===== src/rtl/pipelined_addsub.sv =====
// pipelined_addsub
//   Pipelined two's-complement adder/subtractor with a valid/ready stream
//   interface. The WIDTH-bit carry chain is cut into STAGES equal slices of
//   S = WIDTH/STAGES bits. Slice k is resolved in stage k from the carry
//   registered by stage k-1, so the longest combinational path is one S-bit
//   adder. One operation is accepted per cycle; a single global stall freezes
//   the whole pipeline while the consumer is not ready.
//
// Parameters
//   WIDTH   operand/result width (>= 2)
//   STAGES  pipeline depth and number of carry-chain slices
//           (1 <= STAGES <= WIDTH, WIDTH % STAGES == 0)
//
// Ports
//   clk        clock, rising edge
//   rst        synchronous active-high reset
//   in_valid   operand beat present
//   in_ready   beat can be accepted this cycle
//   a, b       operands
//   cin        carry-in (add) / borrow-in (sub)
//   sub        0: a + b + cin, 1: a - b - cin
//   out_valid  result beat present
//   out_ready  consumer accepts result this cycle
//   sum        result modulo 2^WIDTH
//   cout       carry-out of MSB (sub: 1 = no borrow)
//   overflow   signed overflow of the operation
module pipelined_addsub #(
  parameter int unsigned WIDTH  = 32,
  parameter int unsigned STAGES = 4
) (
  input  logic             clk,
  input  logic             rst,
  input  logic             in_valid,
  output logic             in_ready,
  input  logic [WIDTH-1:0] a,
  input  logic [WIDTH-1:0] b,
  input  logic             cin,
  input  logic             sub,
  output logic             out_valid,
  input  logic             out_ready,
  output logic [WIDTH-1:0] sum,
  output logic             cout,
  output logic             overflow
);

  if ((WIDTH < 2) || (STAGES < 1) || (STAGES > WIDTH) || ((WIDTH % STAGES) != 0)) begin : g_param_check
    $error("pipelined_addsub: illegal WIDTH/STAGES combination");
  end

  localparam int unsigned S    = WIDTH / STAGES;
  localparam int unsigned LAST = STAGES - 1;

  typedef logic [WIDTH-1:0] word_t;

  // Per-stage state. acc holds the resolved sum in its completed low slices
  // and operand A (skew) in the slices still to be computed; bop holds the
  // effective B operand. Its MSB is the B sign used for overflow, so only
  // the A sign needs a dedicated register (acc's MSB is overwritten by the
  // last slice).
  logic [STAGES-1:0] vld_q, vld_d;
  logic [STAGES-1:0] cry_q, cry_d;
  logic [STAGES-1:0] sa_q,  sa_d;
  word_t             acc_q [STAGES];
  word_t             acc_d [STAGES];
  word_t             bop_q [STAGES];
  word_t             bop_d [STAGES];

  // Stage inputs: stage 0 takes the input beat, stage k takes stage k-1.
  word_t             acc_in [STAGES];
  logic [STAGES-1:0] cry_in;
  logic [S:0]        slc    [STAGES];

  word_t b_eff;
  logic  advance;

  assign advance  = !vld_q[LAST] || out_ready;
  assign in_ready = advance && !rst;

  always_comb begin : stage_inputs
    b_eff     = sub ? ~b : b;
    vld_d     = '0;
    cry_in    = '0;
    sa_d      = '0;
    acc_in[0] = a;
    bop_d[0]  = b_eff;
    cry_in[0] = sub ? ~cin : cin;
    sa_d[0]   = a[WIDTH-1];
    vld_d[0]  = in_valid;
    for (int unsigned k = 1; k < STAGES; k++) begin
      acc_in[k] = acc_q[k-1];
      bop_d[k]  = bop_q[k-1];
      cry_in[k] = cry_q[k-1];
      sa_d[k]   = sa_q[k-1];
      vld_d[k]  = vld_q[k-1];
    end
  end

  // Each stage resolves exactly one S-bit slice and forwards everything else.
  always_comb begin : slice_add
    cry_d = '0;
    for (int unsigned k = 0; k < STAGES; k++) begin
      slc[k] = {1'b0, acc_in[k][k*S +: S]}
             + {1'b0, bop_d[k][k*S +: S]}
             + {{S{1'b0}}, cry_in[k]};
      acc_d[k]             = acc_in[k];
      acc_d[k][k*S +: S]   = slc[k][S-1:0];
      cry_d[k]             = slc[k][S];
    end
  end

  // Global stall: nothing moves unless the output slot is free or draining.
  always_ff @(posedge clk) begin
    if (rst) begin
      vld_q <= '0;
      cry_q <= '0;
      sa_q  <= '0;
      for (int unsigned k = 0; k < STAGES; k++) begin
        acc_q[k] <= '0;
        bop_q[k] <= '0;
      end
    end else if (advance) begin
      vld_q <= vld_d;
      cry_q <= cry_d;
      sa_q  <= sa_d;
      for (int unsigned k = 0; k < STAGES; k++) begin
        acc_q[k] <= acc_d[k];
        bop_q[k] <= bop_d[k];
      end
    end
  end

  always_comb begin : outputs
    out_valid = vld_q[LAST];
    sum       = acc_q[LAST];
    cout      = cry_q[LAST];
    overflow  = (sa_q[LAST] == bop_q[LAST][WIDTH-1]) && (acc_q[LAST][WIDTH-1] != sa_q[LAST]);
  end

endmodule


===== config.mk =====
export PLATFORM = sky130hd
export DESIGN_NAME = pipelined_addsub
export DESIGN_NICKNAME = d
export VERILOG_FILES = /design/src/rtl/pipelined_addsub.sv
export SDC_FILE = /design/constraint.sdc
export NUM_CORES = 1
export LEC_CHECK = 0
export ABC_AREA = 1
export ABC_CLOCK_PERIOD_IN_PS = 7250
export BUFFER_PORTS_ARGS = -buffer_cell sky130_fd_sc_hd__buf_2
export CELL_PAD_IN_SITES_DETAIL_PLACEMENT = 1
export CELL_PAD_IN_SITES_GLOBAL_PLACEMENT = 2
export CORE_MARGIN = 5
export CORE_UTILIZATION = 41
export CTS_CLUSTER_SIZE = 16
export DETAILED_ROUTE_END_ITERATION = 10
export PLACE_DENSITY = 0.95
export RECOVER_POWER = 100
export SYNTH_ARGS = -nofsm -noshare
export SYNTH_HDL_FRONTEND = slang
export SYNTH_SLANG_ARGS = --single-unit

===== constraint.sdc =====
create_clock -name clk -period 7.25 [get_ports clk]
set_clock_uncertainty 0.15 [all_clocks]
set_input_delay 0.725 -clock clk [delete_from_list [all_inputs] [get_ports clk]]
set_output_delay 0.725 -clock clk [all_outputs]
set_load 0.02 [all_outputs]

# Word-level counts from Yosys, hierarchy flattened

Memories as Yosys holds them, arrays and structs flattened.
Index checks and enable logic that the tools add are counted.
W data, S select, Z words.

$add $sub $neg: 8
Equal/unequal tests: 2
Mux-type cells: 15
Bitwise logic cells: 10
Reductions and logical operators: 5

Operator list:

| operator            | count |
|---|---|
| $mux W32            | 9 |
| $add A8 B8 Y9       | 4 |
| $add A9 B1 Y9       | 4 |
| $not A32 Y32        | 1 |
| $or A1 B1 Y1        | 8 |
| $mux W1             | 6 |
| $logic_and A1 B1 Y1 | 2 |
| $logic_not A1 Y1    | 2 |
| $eq A1 B1 Y1        | 1 |
| $logic_or A1 B1 Y1  | 1 |
| $ne A1 B1 Y1        | 1 |
| $not A1 Y1          | 1 |

Register bits after elaboration: 12
Bits in writable memories: 256
Bits of input ports: 70
Output and inout port bits: 36
Memories kept: 2

Memories:

| name  | words | bits a word | read ports | clocked after Yosys merged registers in | wr ports | RTL line | source |
|---|---|---|---|---|---|---|---|
| acc_q | 4     | 32          | 4          | 0                                       | 4        | 63       | `word_t acc_q [STAGES];` |
| bop_q | 4     | 32          | 4          | 0                                       | 4        | 65       | `word_t bop_q [STAGES];` |

# Logic depth before layout (Yosys ltp)

Word-level depth: 6
Gate-level depth with buffers: 11
Gate-level depth less buffers: 10

# Least setup slack after synthesis

Ideal clock, no wire load.

Path type: input-to-reg
Start point: in out_ready
End point: mem acc_q[0][0] (netlist name), enable pin
Arrival: 2.837 ns
Path slack: 3.809 ns
Cell stages on the path: 4
Cell sequence: inv_1 -> nand2_2 -> nor2_2 -> inv_2

RTL lines:

| element     | RTL line | source |
|---|---|---|
| from (decl) | 40       | `input logic out_ready,` |
| to (decl)   | 63       |  |

==> metrics <==
max cap viols 2; PD cells 248.3 nW/µm²; Die X-Extent roughly 160 µm; Post-Syn Area just under 9000 µm²; Max Slew Vio Count 114; cell taking the most area after synthesis edfxtp_1; critical-path cell with the highest stage delay clkbuf_1; number of global-route vias before repair 5957; violation count after the first detailed-route iteration ~290; setup TNS 0 ns; Synth Instances 834; gr usage total between 10% and 20%; Sink Count ~190; Ant. Diodes 0; fin crit period roughly 4.3 ns; Placement Setup Slack 3.860 ns; final wirelength ~17 mm; latest clock arrival within the worst-skew pair around 0.43 ns; worst path arrival time 4.17 ns; layout cell share with drive strength beyond 1 10.75%; Cell Rows 53; final hold vios 0; crit-path max FO 90; global-route wire length before repair just under 30 mm; fmax around 230 MHz; CTS resizes 0; sequential area share after synthesis 62.88%; Crit Path Category primary input to flop; most frequent cell after synthesis nor2_1; failing checks max-capacitance violations, max-slew violations; final worst slack 2.983 ns; crit share post-route roughly three fifths; number of I/O pins about 110; Buf/Inv on CP 3; post-synthesis mux area share 0%; top cells by area, synth edfxtp_1 (60%), nor2_1 (8.3%), inv_1 (7.6%); WP data required ~7.2 ns; total CTS buffers 17; RSZ-0062 raised after global routing false; GP Congestion about 0.74; CTS clk-pin slew, worst paths ~0.070 ns; DP HPWL 11.89 mm; Hold Buf Count CTS 0; router iterations before antenna repair 4; Primary FF master, synth edfxtp_1; slowest cell delay on critical path between 2 and 2.5 ns; Slew HR -125.1%; maximum VDD drop approximately 0.13 mV; Worst setup SP type primary input; wire per inst between 10 and 15 µm; Post-synth EDFFs 177; Post-Synth Simple-Gate Area 15.17%; Starting Density 41.90%; largest net degree at the start of global routing 100; Max H-tree Level 4; Setup Buffers After CTS 0; final setup violation count 0; Crit. End Element flop; fill cell count 2404; CP cell instances buf_2 -> inv_1 -> nand2_1 -> nand2_8 -> clkbuf_1 -> nor2_1; grt total ovfl 0; synth-to-layout area growth 13.65%; asr flop ratio synth 0%; core area about 21000 µm²; total area of sequential cells about 5600 µm²; multi-input logic area between 2000 and 2500 µm²; Hold Path Class flop to flop; XOR/XNOR share of the synthesized area around 3.4%; chip height ~160 µm; nets 1042; Via density approximately 4.5; Syn Area/Cell ~11 µm²; Leak between 0.004 and 0.005 µW; initial antenna violation count 1; Clock Tree Root clkbuf_16; Synth top area share about three fifths; deepest clock path buffer count 2; status finished, violations left; synth cell count leaders nor2_1 (196), inv_1 (178), edfxtp_1 (177); adder-cell share of the synthesized area 5.778%; Ys Warns 0; Post-Syn Nets 940; CTS tree done; Unique masters post-synth 26; critical path's top delay family buffers and inverters; largest family of logic cells by synthesized area simple AND/OR/NAND/NOR gates; Seq cells post-synth ~190; DIE AREA approximately 25000 µm²; Port Buffer Count 105; Routed Antenna Nets 0; DRC 0; worst-margin pin slew approximately 3.4 ns; post-synthesis compound-gate area fraction around 2.4%; total vias in the final route 5549
## per-stage QoR
step	instances	hold slack (ns)	util (%)	total power, µW	instance area (µm²)
CTS	1224	0.3244	47.88	2525	10100
global placement	1192	0.3026	45.04	1560	9498
floorplan	834	0.2758	-	1503	8835
detailed placement	1192	0.3241	45.04	1577	9498
finish	1224	0.3294	47.61	2493	10040
global route	1224	0.3307	47.61	2615	10040
## per-layer routing
metal	vias up	part of all wire, %	GRT usage [%]
met3	24	3.6	2.959
met1	2624	43	18.28
met2	92	51	25.92
met5	-	0.070	0
li1	2807	-	-
met4	2	1.8	5.000
## layout by cell type, fill, tap and decap left out
cell type	n
nand2_8	1
xor2_1	9
fa_1	8
buf_4	1
o21ai_0	3
buf_2	68
ha_1	28
xnor2_1	25
a21oi_1	31
dfxtp_1	12
nor2_1	197
nor3b_1	3
clkinv_4	3
or2_1	5
edfxtp_1	177
or2_0	2
nand3_1	20
clkinv_2	4
clkbuf_16	17
inv_6	3
bufinv_16	3
inv_1	179
nand3b_1	6
and2_1	5
clkbuf_1	39
clkinvlp_4	2
o22ai_1	6
o21a_1	1
and2_0	2
nand2_1	89
## final timing paths
path              cells past startpoint      start      endpoint  slack, ns
setup / recovery                      6  out_ready  bop_q[0][27]       2.98
setup reg to reg                      4   vld_q[3]  bop_q[0][27]       3.14
hold reg to reg                       2    sa_q[0]       sa_q[0]       0.33
hold / removal                        2    sa_q[0]       sa_q[0]       0.33
## state kept, by name (all words and copies together), names as in the netlist
register and flops:
acc_q 128, bop_q 49, cry_q 4, sa_q 4, vld_q 4
## area by class of cell
cell class	count	share of cell area (%)
Sequential cell	189	55.33
Inverter	180	6.779
Clock inverter	14	1.682
Multi-Input combinational cell	441	23.63
Tap cell	275	3.427
Clock buffer	18	4.274
Timing Repair Buffer	107	4.885
## report_power, final
group / leakage, µW / internal, µW / switching, µW
Clock: 0.000290 / 544 / 401
Combinational: 0.00203 / 94.6 / 155
Sequential: 0.00220 / 1270 / 23.9
Total: 0.00452 / 1910 / 580
## cells by family after synthesis
group,count (synthesis)
AOI/OAI and AO/OA,41
xor gates and xnor gates,34
adders and majority gates,36
buffers and inverters,204
DFF,189
and+or+nand+nor,330
## worst reg2reg max path: cells and delay by family (launching register included)
| family | cells | cell delay [ns] |
|---|---|---|
| flip-flops | 1 | 0.32 |
| buffers and inverters | 1 | 2.44 |
| AND/OR/NAND/NOR | 3 | 0.83 |
No activity file was read; power rests on OpenSTA's default activity.
